==> src/rtl/vga_image_overlay.sv <==
// Image overlay stage for the VGA pixel pipeline.
// Draws a grayscale image from a dual-buffered BRAM, upscaled by 2^SCALE_LOG2,
// inside a 1-pixel white border on a solid background. Sync and enable are
// delayed by the same MEM_LAT+2 cycles as the colour data.
module vga_image_overlay #(
  parameter int         WIDTH      = 12,
  parameter int         IMG_W      = 28,
  parameter int         IMG_H      = 28,
  parameter int         SCALE_LOG2 = 3,
  parameter int         X0         = 100,
  parameter int         Y0         = 50,
  parameter int         ADDR_W     = 11,
  parameter int         MEM_LAT    = 1,
  parameter logic [7:0] BG_COLOR   = 8'h00,
  parameter bit         HSPP       = 1'b1,
  parameter bit         VSPP       = 1'b1
) (
  input  logic              clk,
  input  logic              rst,
  input  logic [WIDTH-1:0]  hdata,
  input  logic [WIDTH-1:0]  vdata,
  input  logic              de_in,
  input  logic              hsync_in,
  input  logic              vsync_in,
  output logic [ADDR_W-1:0] mem_addr,
  input  logic [7:0]        mem_rdata,
  input  logic              swap_req,
  output logic              swap_ack,
  output logic              buf_sel,
  output logic              hsync_out,
  output logic              vsync_out,
  output logic              de_out,
  output logic [2:0]        red,
  output logic [2:0]        green,
  output logic [1:0]        blue
);

  localparam int IDX_W = ADDR_W - 1;
  localparam int WIN_W = IMG_W << SCALE_LOG2;
  localparam int WIN_H = IMG_H << SCALE_LOG2;

  // Window bounds: *_LO is the first pixel inside, *_HI the first pixel past it.
  localparam logic [WIDTH-1:0] X_LO = WIDTH'(X0);
  localparam logic [WIDTH-1:0] X_HI = WIDTH'(X0 + WIN_W);
  localparam logic [WIDTH-1:0] Y_LO = WIDTH'(Y0);
  localparam logic [WIDTH-1:0] Y_HI = WIDTH'(Y0 + WIN_H);

  // Border ring; a window touching the screen edge has no left/top ring line.
  localparam bit               HAS_L = (X0 > 0);
  localparam bit               HAS_T = (Y0 > 0);
  localparam logic [WIDTH-1:0] BX_LO = HAS_L ? WIDTH'(X0 - 1) : {WIDTH{1'b0}};
  localparam logic [WIDTH-1:0] BY_LO = HAS_T ? WIDTH'(Y0 - 1) : {WIDTH{1'b0}};

  // Pipeline word layout: {in_win, on_border, de, hsync, vsync}.
  localparam int F_WIN = 4;
  localparam int F_BRD = 3;
  localparam int F_DE  = 2;
  localparam int F_HS  = 1;
  localparam int F_VS  = 0;
  localparam logic [4:0] PIPE_IDLE = {1'b0, 1'b0, 1'b0, ~HSPP, ~VSPP};

  logic              in_win_s;
  logic              on_border_s;
  logic              x_edge_s;
  logic              y_edge_s;
  logic              x_span_s;
  logic              y_span_s;
  logic [WIDTH-1:0]  dx_s;
  logic [WIDTH-1:0]  dy_s;
  logic [IDX_W-1:0]  col_s;
  logic [IDX_W-1:0]  row_s;
  logic [IDX_W-1:0]  idx_s;
  logic              frame_start_s;
  logic [4:0]        tap_s;
  logic [7:0]        rgb_s;
  logic              unused_s;

  logic [ADDR_W-1:0] mem_addr_r;
  logic [4:0]        stg_a_r;
  logic [4:0]        dly_r [MEM_LAT];
  logic [7:0]        rgb_r;
  logic              de_r;
  logic              hs_r;
  logic              vs_r;
  logic              buf_sel_r;
  logic              swap_ack_r;

  // Only the top three grey bits reach the 3-3-2 colour output.
  assign unused_s = ^mem_rdata[4:0];

  // Window test, image coordinates and border ring for the incoming pixel.
  always_comb begin
    in_win_s = (hdata >= X_LO) && (hdata < X_HI) && (vdata >= Y_LO) && (vdata < Y_HI);
    if (in_win_s) begin
      dx_s = hdata - X_LO;
      dy_s = vdata - Y_LO;
    end else begin
      dx_s = {WIDTH{1'b0}};
      dy_s = {WIDTH{1'b0}};
    end
    col_s       = IDX_W'(dx_s >> SCALE_LOG2);
    row_s       = IDX_W'(dy_s >> SCALE_LOG2);
    idx_s       = row_s * IDX_W'(IMG_W) + col_s;
    x_edge_s    = (HAS_L && (hdata == BX_LO)) || (hdata == X_HI);
    y_edge_s    = (HAS_T && (vdata == BY_LO)) || (vdata == Y_HI);
    x_span_s    = (hdata >= BX_LO) && (hdata <= X_HI);
    y_span_s    = (vdata >= BY_LO) && (vdata <= Y_HI);
    on_border_s = (x_edge_s && y_span_s) || (y_edge_s && x_span_s);
  end

  // Stage A: issue the BRAM read and capture the per-pixel control bits.
  always_ff @(posedge clk) begin
    if (rst) begin
      mem_addr_r <= {ADDR_W{1'b0}};
      stg_a_r    <= PIPE_IDLE;
    end else begin
      mem_addr_r <= {buf_sel_r, (in_win_s ? idx_s : {IDX_W{1'b0}})};
      stg_a_r    <= {in_win_s, on_border_s, de_in, hsync_in, vsync_in};
    end
  end

  // Delay line that tracks the BRAM read latency.
  always_ff @(posedge clk) begin
    if (rst) begin
      for (int i = 0; i < MEM_LAT; i++) dly_r[i] <= PIPE_IDLE;
    end else begin
      dly_r[0] <= stg_a_r;
      for (int i = 1; i < MEM_LAT; i++) dly_r[i] <= dly_r[i-1];
    end
  end

  assign tap_s = dly_r[MEM_LAT-1];

  // Colour selection: blanking, then image, then border, then background.
  always_comb begin
    rgb_s = 8'h00;
    if (!tap_s[F_DE]) begin
      rgb_s = 8'h00;
    end else if (tap_s[F_WIN]) begin
      rgb_s = {mem_rdata[7:5], mem_rdata[7:5], mem_rdata[7:6]};
    end else if (tap_s[F_BRD]) begin
      rgb_s = 8'hFF;
    end else begin
      rgb_s = BG_COLOR;
    end
  end

  // Output register: colour and delayed sync leave together.
  always_ff @(posedge clk) begin
    if (rst) begin
      rgb_r <= 8'h00;
      de_r  <= 1'b0;
      hs_r  <= ~HSPP;
      vs_r  <= ~VSPP;
    end else begin
      rgb_r <= rgb_s;
      de_r  <= tap_s[F_DE];
      hs_r  <= tap_s[F_HS];
      vs_r  <= tap_s[F_VS];
    end
  end

  assign frame_start_s = (hdata == {WIDTH{1'b0}}) && (vdata == {WIDTH{1'b0}});

  // Buffer swap, taken only on the first pixel of a frame.
  always_ff @(posedge clk) begin
    if (rst) begin
      buf_sel_r  <= 1'b0;
      swap_ack_r <= 1'b0;
    end else if (frame_start_s && swap_req) begin
      buf_sel_r  <= ~buf_sel_r;
      swap_ack_r <= 1'b1;
    end else begin
      swap_ack_r <= 1'b0;
    end
  end

  assign mem_addr  = mem_addr_r;
  assign buf_sel   = buf_sel_r;
  assign swap_ack  = swap_ack_r;
  assign hsync_out = hs_r;
  assign vsync_out = vs_r;
  assign de_out    = de_r;
  assign red       = rgb_r[7:5];
  assign green     = rgb_r[4:2];
  assign blue      = rgb_r[1:0];

endmodule

==> config.mk <==
export PLATFORM = sky130hd
export DESIGN_NAME = vga_image_overlay
export DESIGN_NICKNAME = d
export VERILOG_FILES = /design/src/rtl/vga_image_overlay.sv
export SDC_FILE = /design/constraint.sdc
export NUM_CORES = 1
export LEC_CHECK = 0
export CORE_ASPECT_RATIO = 1.4
export CORE_MARGIN = 2
export CORE_UTILIZATION = 43
export CTS_CLUSTER_DIAMETER = 60
export DETAILED_ROUTE_END_ITERATION = 8
export HOLD_SLACK_MARGIN = 0.06
export PLACE_DENSITY = 0.89
export SYNTH_ARGS = -nofsm -noshare
export SYNTH_HDL_FRONTEND = slang
export SYNTH_SLANG_ARGS = --single-unit
==> constraint.sdc <==
create_clock -name clk -period 4.68 [get_ports clk]
set_input_delay 0.936 -clock clk [delete_from_list [all_inputs] [get_ports clk]]
set_output_delay 0.936 -clock clk [all_outputs]
set_load 0.01 [all_outputs]
; ---- Yosys cells after proc, flatten, opt, wreduce, memory -nomap -nowiden
; Memories as Yosys holds them, arrays and structs flattened.
; Cells that the tools add are included.
[op_classes]
n_addsub = 3
mul = 1
order_cmp = 8
eq_ne = 4
mux = 10
n_bitwise = 3
n_reduce_logical = 17
[op_table]
columns = operator, n
row1 = 12-bit by 9-bit == test with 1-bit output (second input constant), 2
row2 = 12-bit by 6-bit greater-or-equal comparator with 1-bit output (second input constant), 2
row3 = 12-bit by 7-bit greater-or-equal comparator with 1-bit output (second input constant), 2
row4 = 12-bit by 9-bit less-or-equal comparator with 1-bit output (second input constant), 2
row5 = 12-bit logical NOT, 2
row6 = 12-bit by 9-bit less-than comparator with 1-bit output (second input constant), 2
row7 = 12-bit two-way mux, 2
row8 = 8-bit two-way mux, 2
row9 = 12-bit by 6-bit == test with 1-bit output (second input constant), 1
row10 = 12-bit by 7-bit == test with 1-bit output (second input constant), 1
row11 = 12-bit by 6-bit subtractor with 12-bit output (second input constant), 1
row12 = 12-bit by 7-bit subtractor with 12-bit output (second input constant), 1
row13 = 10-bit by 9-bit adder with 10-bit output, 1
row14 = 1-bit logical AND, 9
row15 = 9-bit by 3-bit multiplier with 8-bit output (second input constant), 1
row16 = 1-bit two-way mux, 5
row17 = 5-bit two-way mux, 1
row18 = 5-bit OR reduction, 1
row19 = 2-bit OR reduction, 2
row20 = 1-bit logical OR, 3
row21 = 1-bit NOT, 3
[totals]
reg_bits = 29
ram_bits = 5
inputBits = 38
output_inout_bits = 24
word_cells = 56
mem_count = 1
[memory_table]
columns = name, words, word_bits, read_ports, rd_clocked_by_memory_dff, write_ports, line_no
row1 = dly_r, 1, 5, 1, 0, 1, 80  ; logic [4:0] dly_r [MEM_LAT];

; ---- Logic depth before layout (Yosys ltp)
; Gate-level depths: netlist of the first run.
[logic_depth]
word_depth = 7
mapped_depth = 22
ltp_nobuf = 21

; ---- Least setup slack after synthesis of the first run
; No wires, ideal clock.
[synth_timing]
path_kind = input to register
startpoint = input hdata[2]
endpoint = register mem_addr_r[9] (netlist: mem_addr[9])
setup_ps = 118
arrival_time_ps = 4780
t_required_ps = 4562
setup_slack_ps = -219
cell_stages = 18
cell_sequence = inv_1 -> ha_1 -> nor2b_1 -> o2111ai_1 -> o221ai_1 -> or2_2 -> clkbuf_1 -> nor3_1 -> fa_1 -> ha_1 -> a21o_1 -> a21oi_1 -> xnor2_1 -> ha_1 -> o21a_1 -> o31ai_1 -> o21a_1 -> nor3_1
[synth_between]
elab_chain_cells = 7
elab_cells_between_ends = 12
[synth_rtl]
columns = element, line_no
row1 = from (decl), 20  ; input logic [WIDTH-1:0] hdata,
row2 = 12-bit by 7-bit greater-or-equal comparator with 1-bit output or 12-bit by 9-bit less-than comparator with 1-bit output (tied branches), 93  ; in_win_s = (hdata >= X_LO) && (hdata < X_HI) && (vdata >= Y_LO) && (vdata < Y_HI);
row3 = 1-bit logical AND (3 in series), 93
row4 = 12-bit two-way mux, 94  ; if (in_win_s) begin
row5 = 9-bit by 3-bit multiplier with 8-bit output, 103  ; idx_s = row_s * IDX_W'(IMG_W) + col_s;
row6 = 10-bit by 9-bit adder with 10-bit output, 103
row7 = to (signal assigned), 114  ; mem_addr_r <= {ADDR_W{1'b0}};
row8 = to (signal assigned), 117  ; mem_addr_r <= {buf_sel_r, (in_win_s ? idx_s : {IDX_W{1'b0}})};
row9 = to (decl), 78  ; logic [ADDR_W-1:0] mem_addr_r;
; Several ways; a longest one is shown, not always the timed one.
; A chain may end at the register's enable or synchronous reset.

; ---- Worst setup path in the final report of the first run
[layout_timing]
startpoint = input vdata[10]
endpoint = register mem_addr_r[9] (netlist: mem_addr[9])
[layout_between]
elab_chain_cells = 6
elab_cells_between_ends = 11
[layout_rtl]
columns = element, line_no
row1 = from (decl), 21  ; input logic [WIDTH-1:0] vdata,
row2 = 12-bit by 6-bit greater-or-equal comparator with 1-bit output, 93
row3 = 1-bit logical AND (2 in series), 93
row4 = 12-bit two-way mux, 94
row5 = 9-bit by 3-bit multiplier with 8-bit output, 103
row6 = 10-bit by 9-bit adder with 10-bit output, 103
; Several ways; a longest one is shown, not always the timed one.

==> results of run 1 <==
==> sequential cells by signal, summed over array words and instances, names as in the netlist <==
| register | count |
|---|---|
| mem_addr | 11 |
| rgb_r | 3 |
| hsync_out | 1 |
| dly_r | 5 |
| swap_ack | 1 |
| buf_sel | 1 |
| vsync_out | 1 |
| stg_a_r | 5 |
| de_out | 1 |
==> what timing repair did <==
| action | in CTS | in global routing |
|---|---|---|
| endpoints found under the setup margin | 4 | 4 |
| pin swaps | 13 | 28 |
| gates resized for setup | 20 | 40 |
| gates cloned | 0 | 0 |
| setup buffers | 2 | 4 |
==> layout by cell type (no fill, tap or decap), types with 3 or more instances in the layout <==
cell type	instances
clkbuf_8	6
ha_4	5
nor2b_1	13
nor4_1	3
nand2_1	10
inv_1	15
or3_4	3
buf_4	61
nor2_4	4
dlymetal6s2s_1	13
o211ai_1	3
clkdlybuf4s50_1	41
nor2_1	23
nor3_1	10
o21a_1	3
a21oi_2	4
nor4_2	3
a21o_1	4
a21oi_1	11
xor2_1	3
conb_1	3
dfxtp_1	29
o21ai_0	6
ha_1	8
buf_6	3
fa_1	4
nand2b_1	4
ha_2	3
xnor2_1	14
==> metal layers <==
| layer | vias to the layer above | global-route usage (%) |
|---|---|---|
| li1 | 1068 | - |
| met1 | 1110 | 24.4 |
| met2 | 102 | 51.0 |
| met3 | 39 | 4.20 |
| met4 | 0 | 13.9 |
| met5 | - | 0 |
==> final cells by class <==
type,count,area [sq um],share of cell area (%)
multi-input combinational,186,1590,45.6
timing repair buffer,120,1080,31.0
sequential,29,581,16.6
clock buffer,6,82.6,2.37
tap,62,77.6,2.22
inverter,17,63.8,1.83
clock inverter,2,13.8,0.394
==> kinds of logic (layout without fill, tap and decap cells) <==
family,Yosys count,count (layout)
adder cells (fa/ha/maj),21,21
flip-flops,29,29
multiplexers,1,1
other,1,3
buffers and inverters,31,145
AO/OA/AOI/OAI,48,48
AND/OR/NAND/NOR,96,96
XOR/XNOR,17,17
==> worst max-delay path by stage <==
stage                   start                      to
floorplan            hdata[2]  mem_addr[9]$_SDFF_PP0_
global placement     hdata[2]  mem_addr[9]$_SDFF_PP0_
detailed placement   hdata[2]  mem_addr[9]$_SDFF_PP0_
CTS                  vdata[9]  mem_addr[9]$_SDFF_PP0_
global route        vdata[10]  mem_addr[9]$_SDFF_PP0_
finish              vdata[10]  mem_addr[9]$_SDFF_PP0_
==> power breakdown <==
group | total (mW) | switching [mW] | internal (mW)
sequential | 0.251 | 0.000753 | 0.250
clock | 0.227 | 0.108 | 0.119
combinational | 0.140 | 0.0662 | 0.0734
total | 0.618 | 0.175 | 0.442
==> metrics by stage <==
step	utilization, %	TNS (ps)	std cells	instance area (sq um)
after global placement	67.2	-1470	408	3070
after CTS	71.9	0	418	3290
final	76.4	0	422	3490
after floorplan	-	0	246	2090
after global routing	76.4	-25.1	422	3490
after detailed placement	67.2	-1890	408	3070
==> results_tabular.tex, run 1 <==
\begin{tabular}{lr}
\hline
Metric & Value \\
\hline
\multicolumn{2}{l}{\textbf{Logic synthesis}} \\
Largest family of logic cells by synthesized area & simple AND/OR/NAND/NOR gates \\
Yosys warning count & 0 \\
Post-synthesis simple-gate area fraction & 24.9\% \\
Netlist cell types & 51 \\
Fraction of synthesis flops using an asynchronous set or reset pin & 0\% \\
Sequential area share after synthesis & 28.1\% \\
Number of enable-type register cells in the synthesized netlist & 0 \\
Cells after synthesis & 244 \\
Share of synthesized cell area in full adder, half adder and majority cells & 14.5\% \\
Top cell types by occurrence after synthesis & dfxtp\_1 (29), nor2\_1 (28), inv\_1 (17), ha\_1 (16) \\
Complex-gate fraction of the synthesized area & 17.1\% \\
Area leader, netlist & dfxtp\_1 \\
Syn Std Cell Area & 2070 sq um \\
Most frequently used cell type in the post-synthesis netlist & dfxtp\_1 \\
Largest cells by area after synthesis & dfxtp\_1 (28\%), ha\_1 (9.7\%), xnor2\_1 (5.9\%) \\
Xor/xnor cell area share of the yosys netlist & 7.20\% \\
Mean cell area of the mapped netlist & 8.47 sq um \\
Multiplexer fraction of the synthesized cell area & 0.484\% \\
Fraction of post-synthesis cell area in the top cell type by area & 28.1\% \\
Synthesis-stage register bit count & 29 \\
Primary FF master, synth & dfxtp\_1 \\
\multicolumn{2}{l}{\textbf{Layout}} \\
Net total in the final layout & 418 \\
Proportion of layout cells with a drive suffix above 1 & 33.1\% \\
Area Overhead vs Synth & 68.9\% \\
Number of antenna repair diodes & 0 \\
Number of filler cells placed in the layout & 273 \\
\multicolumn{2}{l}{\textbf{Placed design}} \\
Weighted congestion reported at the end of routability-driven placement & 0.861 \\
Post-placement setup slack & -596 ps \\
Placed wire-length estimate & 4.58 mm \\
Input/output buffers & 56 \\
\multicolumn{2}{l}{\textbf{Power and ir drop}} \\
Leak & 1.54 nW \\
Pwr dens & 177 nW/um\^{}2 \\
Worst vdd ir & 0.0973 mV \\
Final Power & 618 uW \\
\multicolumn{2}{l}{\textbf{Worst setup path}} \\
Max stage delay cell, worst path & fa\_1 \\
Crit Path Max Fanout & 6 \\
Cell-by-cell trace of the critical path & clkdlybuf4s50\_1 -> or3\_4 -> nor3\_4 -> o2bb2ai\_4 -> or3\_4 -> nor2\_4 -> fa\_1 -> ha\_4 -> a21o\_1 -> a21oi\_2 -> xnor2\_1 -> ha\_1 -> o21a\_1 -> o31ai\_2 -> nor3\_1 -> nor3\_1 \\
Capturing point of the worst reg2reg path & rgb\_r[6]\$\_SDFF\_PP0\_ \\
Reg-to-reg setup timing slack & 3880 ps \\
Data required time of the critical path & 4900 ps \\
Worst reg-to-reg path cell count & 2 \\
Delay contributed by the slowest stage of the critical path & 480 ps \\
Reg-to-Reg Start & dly\_r[0][4]\$\_SDFF\_PP0\_ \\
CP Capture Type & flip-flop \\
Crit Path Category & input port to flip-flop \\
Crit path max-delay family & simple AND/OR/NAND/NOR gates \\
Buffering stage count on the worst path with inverters included & 1 \\
Number of stages on the worst setup path & 16 \\
Worst Path Arrival & 4730 ps \\
Nature of the critical path startpoint & input port \\
\multicolumn{2}{l}{\textbf{Route}} \\
Met3 Wirelength & 332 um \\
Initial drt markers & 132 \\
Post-detailed-routing wire length & 7.18 mm \\
Pre-Repair DR Iteration Count & 5 \\
Top routing layer used & met4 \\
Detailed-routed wire length on met2 & 3.92 mm \\
Antenna-violating nets left & 0 \\
Via count normalized by instance count & 5.50 \\
Wl on met1 & 2.58 mm \\
\# DRC & 0 \\
WL per Instance & 17.0 um \\
Vias after detailed routing & 2319 \\
\multicolumn{2}{l}{\textbf{Floorplan}} \\
Std cell rows & 29 \\
Full die area & 5390 sq um \\
Area of the placeable core & 4570 sq um \\
Floorplan die width & 62.6 um \\
Top-level I/O count & 62 \\
Initial Utilization & 45.2\% \\
Floorplan die height & 86.0 um \\
\multicolumn{2}{l}{\textbf{GRT}} \\
Maximum number of pins on one net before global-route repair & 16 \\
Antenna violations before repair & 0 \\
GRT overflow & 0 \\
Via count of the first global-routing pass & 2452 \\
First-pass GRT wire length & 11.0 mm \\
Total track usage & 25.6\% \\
\multicolumn{2}{l}{\textbf{Clock network}} \\
Total clock sinks & 29 \\
Clock insertion delay at the later pin of the skew report & 290 ps \\
Worst-case clock buffer depth & 2 \\
CTS tree & done \\
Clock buffers created by TritonCTS & 5 \\
CTS H-tree depth & 2 \\
CTS Root Cell & clkbuf\_8 \\
Worst-path clk slew & 70 ps \\
Hold-fix buffers at CTS & 0 \\
\multicolumn{2}{l}{\textbf{Timing}} \\
Final setup skew & 2.53 ps \\
Highest clock rate & 0.222 GHz \\
Number of max-slew violations in the final report & 0 \\
Fin crit share & 96.4\% \\
Worst slew pin tran & 511 ps \\
Min cycle time layout & 4510 ps \\
Slew margin rel. & 65.9\% \\
Setup slack of the critical path after layout & 169 ps \\
\# setup viols final & 0 \\
Hold violation count in the final report & 0 \\
Post-Route Hold Slack & 447 ps \\
\multicolumn{2}{l}{\textbf{Run status}} \\
Run status & complete, no violations \\
\multicolumn{2}{l}{\textbf{Hold path}} \\
WHS Endpoint & hsync\_out\$\_SDFF\_PP0\_ \\
Launch instance of the worst min-delay path & dly\_r[0][1]\$\_SDFF\_PP0\_ \\
Path type of the worst min-delay path & flip-flop to flip-flop \\
Worst hold path cell count & 1 \\
\multicolumn{2}{l}{\textbf{Job}} \\
Max-cap viol count & 0 \\
\hline
\end{tabular}
No activity file was read; power rests on OpenSTA's default activity.
==> run 2: changes to the inputs <==
--- a/config.mk
+++ b/config.mk
@@ -12,6 +12,7 @@
 export DETAILED_ROUTE_END_ITERATION = 8
 export HOLD_SLACK_MARGIN = 0.06
 export PLACE_DENSITY = 0.89
+export SLEW_MARGIN = 40
 export SYNTH_ARGS = -nofsm -noshare
 export SYNTH_HDL_FRONTEND = slang
 export SYNTH_SLANG_ARGS = --single-unit
==> results of run 2 <==
Final layout, timing and power as in run 1 (identical DEF).
